File: config.mk
export PLATFORM = sky130hd
export DESIGN_NAME = tetris_move_ctrl
export DESIGN_NICKNAME = d
export VERILOG_FILES = /design/src/rtl/tetris_move_ctrl.sv
export SDC_FILE = /design/constraint.sdc
export NUM_CORES = 1
export LEC_CHECK = 0
export BUFFER_PORTS_ARGS = -buffer_cell sky130_fd_sc_hd__buf_2
export CAP_MARGIN = 5
export CORE_UTILIZATION = 45
export DETAILED_ROUTE_END_ITERATION = 8
export SETUP_SLACK_MARGIN = 0.5
export SYNTH_ARGS = -nofsm -noshare
export SYNTH_HDL_FRONTEND = slang
export SYNTH_SLANG_ARGS = --single-unit
export TNS_END_PERCENT = 20
File: constraint.sdc
create_clock -name clk -period 2.2 [get_ports clk]
set_clock_uncertainty 0.15 [all_clocks]
set_input_delay 0.66 -clock clk [delete_from_list [all_inputs] [get_ports clk]]
set_output_delay 0.66 -clock clk [all_outputs]
set_load 0.01 [all_outputs]
File: src/rtl/tetris_move_ctrl.sv
// Piece-motion controller: button/gravity events -> checked move proposals -> committed piece state.
// Define HARD_DROP_EN to add the btn_drop input and the hard-drop sequencer.

module tetris_move_rep #(
  parameter int REPEAT_DELAY = 16,
  parameter int REPEAT_RATE  = 4,
  parameter bit REPEAT_EN    = 1'b1
) (
  input  logic clk,
  input  logic rst_n,
  input  logic btn_q,
  input  logic btn_prev,
  output logic ev
);
  localparam int CNT_MAX = (REPEAT_DELAY > REPEAT_RATE) ? REPEAT_DELAY : REPEAT_RATE;
  localparam int CW      = $clog2(CNT_MAX + 1);

  logic [CW-1:0] cnt;
  logic          rep;
  logic          fire;

  // cnt equals the hold cycle index until the first repeat, then the cycles since the last one
  always_comb begin
    fire = 1'b0;
    if (REPEAT_EN && btn_q)
      fire = rep ? (cnt == CW'(REPEAT_RATE)) : (cnt == CW'(REPEAT_DELAY));
  end

  assign ev = (btn_q & ~btn_prev) | fire;

  always_ff @(posedge clk) begin
    if (!rst_n || !btn_q || !REPEAT_EN) begin
      cnt <= '0;
      rep <= 1'b0;
    end else if (fire) begin
      cnt <= CW'(1);
      rep <= 1'b1;
    end else begin
      cnt <= cnt + CW'(1);
    end
  end
endmodule

module tetris_move_ctrl #(
  parameter int X_W          = 5,
  parameter int Y_W          = 5,
  parameter int ROT_W        = 2,
  parameter int X_MAX        = 9,
  parameter int Y_MAX        = 19,
  parameter int REPEAT_DELAY = 16,
  parameter int REPEAT_RATE  = 4,
  parameter int DROP_PERIOD  = 1000
) (
  input  logic             clk,
  input  logic             rst_n,
  input  logic             spawn,
  input  logic [X_W-1:0]   spawn_x,
  input  logic [Y_W-1:0]   spawn_y,
  input  logic             btn_left,
  input  logic             btn_right,
  input  logic             btn_down,
  input  logic             btn_rot,
`ifdef HARD_DROP_EN
  input  logic             btn_drop,
`endif
  output logic             chk_req,
  output logic [X_W-1:0]   chk_x,
  output logic [Y_W-1:0]   chk_y,
  output logic [ROT_W-1:0] chk_rot,
  input  logic             chk_ack,
  input  logic             chk_ok,
  output logic [X_W-1:0]   pos_x,
  output logic [Y_W-1:0]   pos_y,
  output logic [ROT_W-1:0] rot,
  output logic             lock,
  output logic             busy
);
  localparam int NB = 4;
  localparam int GW = (DROP_PERIOD > 2) ? $clog2(DROP_PERIOD) : 1;

  typedef enum logic {IDLE, REQ} state_t;

  typedef struct packed {
    logic [X_W-1:0]   x;
    logic [Y_W-1:0]   y;
    logic [ROT_W-1:0] r;
  } piece_t;

  typedef struct packed {
`ifdef HARD_DROP_EN
    logic drop;
`endif
    logic grav;
    logic rot;
    logic left;
    logic right;
    logic down;
  } pend_t;

  state_t        state, state_n;
  pend_t         pend, pend_n;
  piece_t        cur, cur_n, prop, prop_n;
  logic          mv_down, mv_down_n;
  logic          frozen, frozen_n;
  logic          lock_q, lock_n;
  logic [GW-1:0] grav_cnt, grav_cnt_n;
  logic          grav_ev, ev_en, take_down;

  // bit order: 0 left, 1 right, 2 down, 3 rot
  logic [NB-1:0] btn_raw, btn_q, btn_prev, btn_ev;
  assign btn_raw = {btn_rot, btn_down, btn_right, btn_left};

  for (genvar i = 0; i < NB; i++) begin : g_btn
    tetris_move_rep #(
      .REPEAT_DELAY (REPEAT_DELAY),
      .REPEAT_RATE  (REPEAT_RATE),
      .REPEAT_EN    (i != 3)
    ) u_rep (
      .clk      (clk),
      .rst_n    (rst_n),
      .btn_q    (btn_q[i]),
      .btn_prev (btn_prev[i]),
      .ev       (btn_ev[i])
    );
  end

`ifdef HARD_DROP_EN
  logic drop_q, drop_prev, drop_ev, drop_act, drop_act_n;
  assign drop_ev = drop_q & ~drop_prev;
`endif

  always_comb begin
    state_n    = state;
    pend_n     = pend;
    cur_n      = cur;
    prop_n     = prop;
    mv_down_n  = mv_down;
    frozen_n   = frozen;
    lock_n     = 1'b0;
    grav_cnt_n = grav_cnt;
    grav_ev    = 1'b0;
    take_down  = 1'b0;
    ev_en      = !frozen;
`ifdef HARD_DROP_EN
    drop_act_n = drop_act;
    ev_en      = !frozen && !drop_act;
`endif

    if (!frozen) begin
      if (grav_cnt == GW'(DROP_PERIOD - 1)) begin
        grav_cnt_n = '0;
        grav_ev    = 1'b1;
      end else begin
        grav_cnt_n = grav_cnt + GW'(1);
      end
    end

    unique case (state)
      IDLE: if (!frozen) begin
`ifdef HARD_DROP_EN
        if (drop_act) begin
          take_down = 1'b1;
        end else if (pend.drop) begin
          pend_n.drop = 1'b0;
          drop_act_n  = 1'b1;
          take_down   = 1'b1;
        end else
`endif
        if (pend.grav) begin
          pend_n.grav = 1'b0;
          take_down   = 1'b1;
        end else if (pend.rot) begin
          pend_n.rot = 1'b0;
          prop_n     = cur;
          prop_n.r   = cur.r + ROT_W'(1);
          mv_down_n  = 1'b0;
          state_n    = REQ;
        end else if (pend.left) begin
          pend_n.left = 1'b0;
          if (cur.x != '0) begin
            prop_n    = cur;
            prop_n.x  = cur.x - X_W'(1);
            mv_down_n = 1'b0;
            state_n   = REQ;
          end
        end else if (pend.right) begin
          pend_n.right = 1'b0;
          if (cur.x != X_W'(X_MAX)) begin
            prop_n    = cur;
            prop_n.x  = cur.x + X_W'(1);
            mv_down_n = 1'b0;
            state_n   = REQ;
          end
        end else if (pend.down) begin
          pend_n.down = 1'b0;
          take_down   = 1'b1;
        end

        // a downward move from the bottom row lands without consulting the checker
        if (take_down) begin
          if (cur.y == Y_W'(Y_MAX)) begin
            lock_n = 1'b1;
          end else begin
            prop_n    = cur;
            prop_n.y  = cur.y + Y_W'(1);
            mv_down_n = 1'b1;
            state_n   = REQ;
          end
        end
      end
      REQ: if (chk_ack) begin
        state_n = IDLE;
        if (chk_ok)       cur_n  = prop;
        else if (mv_down) lock_n = 1'b1;
      end
      default: state_n = IDLE;
    endcase

    if (ev_en) begin
      pend_n.left  = pend_n.left  | btn_ev[0];
      pend_n.right = pend_n.right | btn_ev[1];
      pend_n.down  = pend_n.down  | btn_ev[2];
      pend_n.rot   = pend_n.rot   | btn_ev[3];
`ifdef HARD_DROP_EN
      pend_n.drop  = pend_n.drop  | drop_ev;
`endif
    end
    if (grav_ev) pend_n.grav = 1'b1;
    if (pend_n.left && pend_n.right) begin
      pend_n.left  = 1'b0;
      pend_n.right = 1'b0;
    end

    if (lock_n) begin
      frozen_n = 1'b1;
      pend_n   = '0;
`ifdef HARD_DROP_EN
      drop_act_n = 1'b0;
`endif
    end

    // spawn overrides everything, including a lock raised in the same cycle
    if (spawn) begin
      state_n    = IDLE;
      cur_n.x    = spawn_x;
      cur_n.y    = spawn_y;
      cur_n.r    = '0;
      pend_n     = '0;
      frozen_n   = 1'b0;
      lock_n     = 1'b0;
      grav_cnt_n = '0;
`ifdef HARD_DROP_EN
      drop_act_n = 1'b0;
`endif
    end
  end

  always_ff @(posedge clk) begin
    if (!rst_n) begin
      state    <= IDLE;
      pend     <= '0;
      cur      <= '0;
      prop     <= '0;
      mv_down  <= 1'b0;
      frozen   <= 1'b1;
      lock_q   <= 1'b0;
      grav_cnt <= '0;
      btn_q    <= '0;
      btn_prev <= '0;
    end else begin
      state    <= state_n;
      pend     <= pend_n;
      cur      <= cur_n;
      prop     <= prop_n;
      mv_down  <= mv_down_n;
      frozen   <= frozen_n;
      lock_q   <= lock_n;
      grav_cnt <= grav_cnt_n;
      btn_q    <= btn_raw;
      btn_prev <= btn_q;
    end
  end

`ifdef HARD_DROP_EN
  always_ff @(posedge clk) begin
    if (!rst_n) begin
      drop_q    <= 1'b0;
      drop_prev <= 1'b0;
      drop_act  <= 1'b0;
    end else begin
      drop_q    <= btn_drop;
      drop_prev <= drop_q;
      drop_act  <= drop_act_n;
    end
  end
`endif

  assign chk_req = (state == REQ);
  assign busy    = (state != IDLE);
  assign chk_x   = prop.x;
  assign chk_y   = prop.y;
  assign chk_rot = prop.r;
  assign pos_x   = cur.x;
  assign pos_y   = cur.y;
  assign rot     = cur.r;
  assign lock    = lock_q;
endmodule

==> flow_metrics.tcl <==
set metrics [dict create \
    status "complete, no violations" \
    mappedNetlistArea_um2 3491 \
    ys_seq_area_share_pct 39.57 \
    tns_ns 0 \
    p_seq_share_pct 50.5 \
    fmax_mhz 519.6 \
    period_minus_slack_ns 1.924 \
    core_um2 7370 \
    switching_share_pct 26.18 \
    clock-sinks 69 \
    p_sw_uw 679.3 \
    comb_power_share_pct 11.8 \
    fillers 665 \
    min_path_type "reg -> reg" \
    rsz0062_at_grt "yes" \
    drt-pass1-iter-count 6 \
    synth_top_area_share_pct 39.57 \
    finalNonFillerCells 583 \
    nets 510 \
    grt_pass1_vias 2969 \
    cp_max_fo 4 \
    hpwl_um 5725 \
    cts_buffers 9 \
    clkLatencyLatePin_ns 0.35 \
    worstMarginPinSlew_ns 0.4982 \
    ioPinCount 46 \
    fin_util_pct 60.39 \
    clkTransAtPathRegs_ns 0.08 \
    final_cell_mix "57 x nor2_1, 57 x dfxtp_1, 42 x buf_2" \
    num_vias 3068 \
    synth_ff_type "dfxtp_1" \
    cts_root_buffer "clkbuf_8" \
    max-slew-margin-rel_pct 66.79 \
    r2r-end "chk_y[3]" \
    die_w_um 90.08 \
    p_per_area_nw_per_um2 583.1 \
    reg2reg_depth 8 \
    io_buffers 45 \
    cts_tree "built" \
    drive_gt1_share_pct 29.34 \
    crit_arrival_ns 2.03 \
    rows 31 \
    viasPerCell 5.262 \
    hold_viol_final 0 \
    grt_pass1_wl_um 14350 \
    place_inst 543 \
    p_total_mw 2.595 \
    worst_ep_required_time_ns 2.30 \
    synth.area.top_cells "dfxtp_1 40%, nor2_1 6.2%, a21oi_1 4.3%, mux2i_1 4.0%, ha_1 3.9%" \
    finalInstanceArea_um2 4451 \
    crit_type "reg -> reg" \
    holdPathStages 2 \
    gp_congestion 0.8343 \
    reg2reg_from "pos_x[1]" \
    rrSetupSlack_ns 0.28 \
    setup_viol 0 \
    endpoint_kind "flop" \
    synth_nets 432 \
    totalWireLength_um 8509 \
    period_share_pct 87.47 \
    startpoint_type "flop" \
    areaGrowthSynthToFinish_pct 27.49 \
    synth_area_per_cell_um2 8.684 \
    yosysUniqueCellTypes 62 \
    grt_max_degree 22 \
    ys_ff_latch 69 \
    start_util_pct 47.37 \
    yosys.area.top_type "dfxtp_1" \
    power_frac_clock_pct 37.7 \
    wl_per_cell_um 14.60 \
    async_reset_ff_share_pct 0 \
    die_h_um 90.08 \
    synth_edf_count 0 \
    cts_max_level 3 \
    antenna_found_initial 0 \
    grt-ovfl-total 0 \
    max-vdd-ir-drop_mv 0.2816 \
    clockBufferDepth 2 \
    worstHoldStart "g_btn[0].u_rep.rep" \
    syn_inst 402 \
    synth_warnings 0 \
    diodes 0 \
    worstHoldEndpoint "g_btn[0].u_rep.rep" \
    p_leak_nw 1.832 \
    ant_nets 0 \
    drt_iter0_drc 184 \
    grt.total_usage_pct 21.94 \
    place_area_um2 3889 \
    cap_violations 0 \
    slew_viol_final 0 \
    p_int_mw 1.916 \
    die-area_um2 8114 \
    drc 0 \
]
-- synthesized netlist by cell type (8+ instances only) --
cell type	instances
inv_1	24
clkbuf_1	9
xor2_1	14
nand2b_1	8
ha_1	11
nand3_1	22
nand2_1	28
mux2i_1	14
a21oi_1	30
xnor2_1	8
dfxtp_1	69
nor2_1	58
-- worst max path at each step --
| stage | from | endpoint | slack [ns] | cells after the start |
|---|---|---|---|---|
| finish | pos_x[1] | chk_y[3] | 0.28 | 8 |
| global route | pos_x[0] | chk_x[1] | 0.20 | 8 |
| CTS | pos_x[1] | chk_y[0] | 0.26 | 7 |
| detailed placement | pos_x[1] | chk_y[0] | 0.19 | 7 |
| global placement | pos_x[1] | chk_y[0] | 0.25 | 7 |
| floorplan | pos_x[1] | chk_y[0] | 0.33 | 7 |
-- critical path, stage by stage, from the launching register on --
cell	delay, ns
dfxtp_4	0.37
inv_6	0.04
ha_4	0.15
and4bb_4	0.21
o22ai_4	0.24
o211ai_4	0.13
buf_4	0.16
o311a_1	0.28
o21a_1	0.10
-- registers in the layout (all words and copies together), names as in the netlist --
signal,cells
lock,1
chk_y,5
chk_rot,2
grav_cnt,10
pend,5
rot,2
frozen,1
mv_down,1
btn_prev,4
pos_x,5
btn_q,4
chk_x,5
g_btn.u_rep.cnt,15
busy,1
pos_y,5
g_btn.u_rep.rep,3
-- stage by stage --
stage / hold slack (ns) / setup WS (ns)
detailed placement: 0.3003 / 0.1897
floorplan: 0.2772 / 0.3337
finish: 0.3105 / 0.2756
global placement: 0.2895 / 0.2460
CTS: 0.3105 / 0.2570
global route: 0.3410 / 0.2009
-- logic make-up after synthesis --
family | count (synthesis) | share of synthesized area, %
AOI/OAI and AO/OA | 84 | 17.53
buffers and inverters | 41 | 5.197
DFF | 69 | 39.57
adders and majority gates | 11 | 3.943
muxes | 14 | 4.014
and+or+nand+nor | 161 | 24.23
xor gates and xnor gates | 22 | 5.520
-- routing by layer --
metal / part of all wire [%] / vias to the layer above / track usage, %
li1: - / 1567 / -
met1: 47 / 1431 / 28.80
met2: 48 / 59 / 35.11
met3: 3.6 / 11 / 5.415
met4: 1.4 / 0 / 7.392
met5: 0 / - / 0
-- power by group through the flow --
| stage | Combinational, mW | Clock (mW) | Sequential [mW] |
|---|---|---|---|
| finish | 0.307 | 0.977 | 1.31 |
| global route | 0.338 | 1.05 | 1.32 |
| CTS | 0.284 | 1.01 | 1.31 |
| detailed placement | 0.250 | 0 | 1.34 |
| global placement | 0.248 | 0 | 1.34 |
| floorplan | 0.162 | 0 | 1.34 |
-- what timing repair did --
item / CTS / global route
endpoints found under the setup margin: 45 / 54
pin swaps: 7 / 16
hold buffers: 0 / 0
buffers inserted: 15 / 10
resized for setup: 22 / 24
hold endpoints to repair: 0 / 0
-- area by class of cell --
type	instances	area, µm²	area share [%]
clock buffer	12	165.2	3.711
clock inverter	3	18.77	0.4217
inverter	24	97.59	2.193
multi-input combinational	292	2069	46.50
sequential	69	1416	31.82
tap	99	123.9	2.783
timing repair buffer	84	559.3	12.57
(Power assumes the default switching activity.)
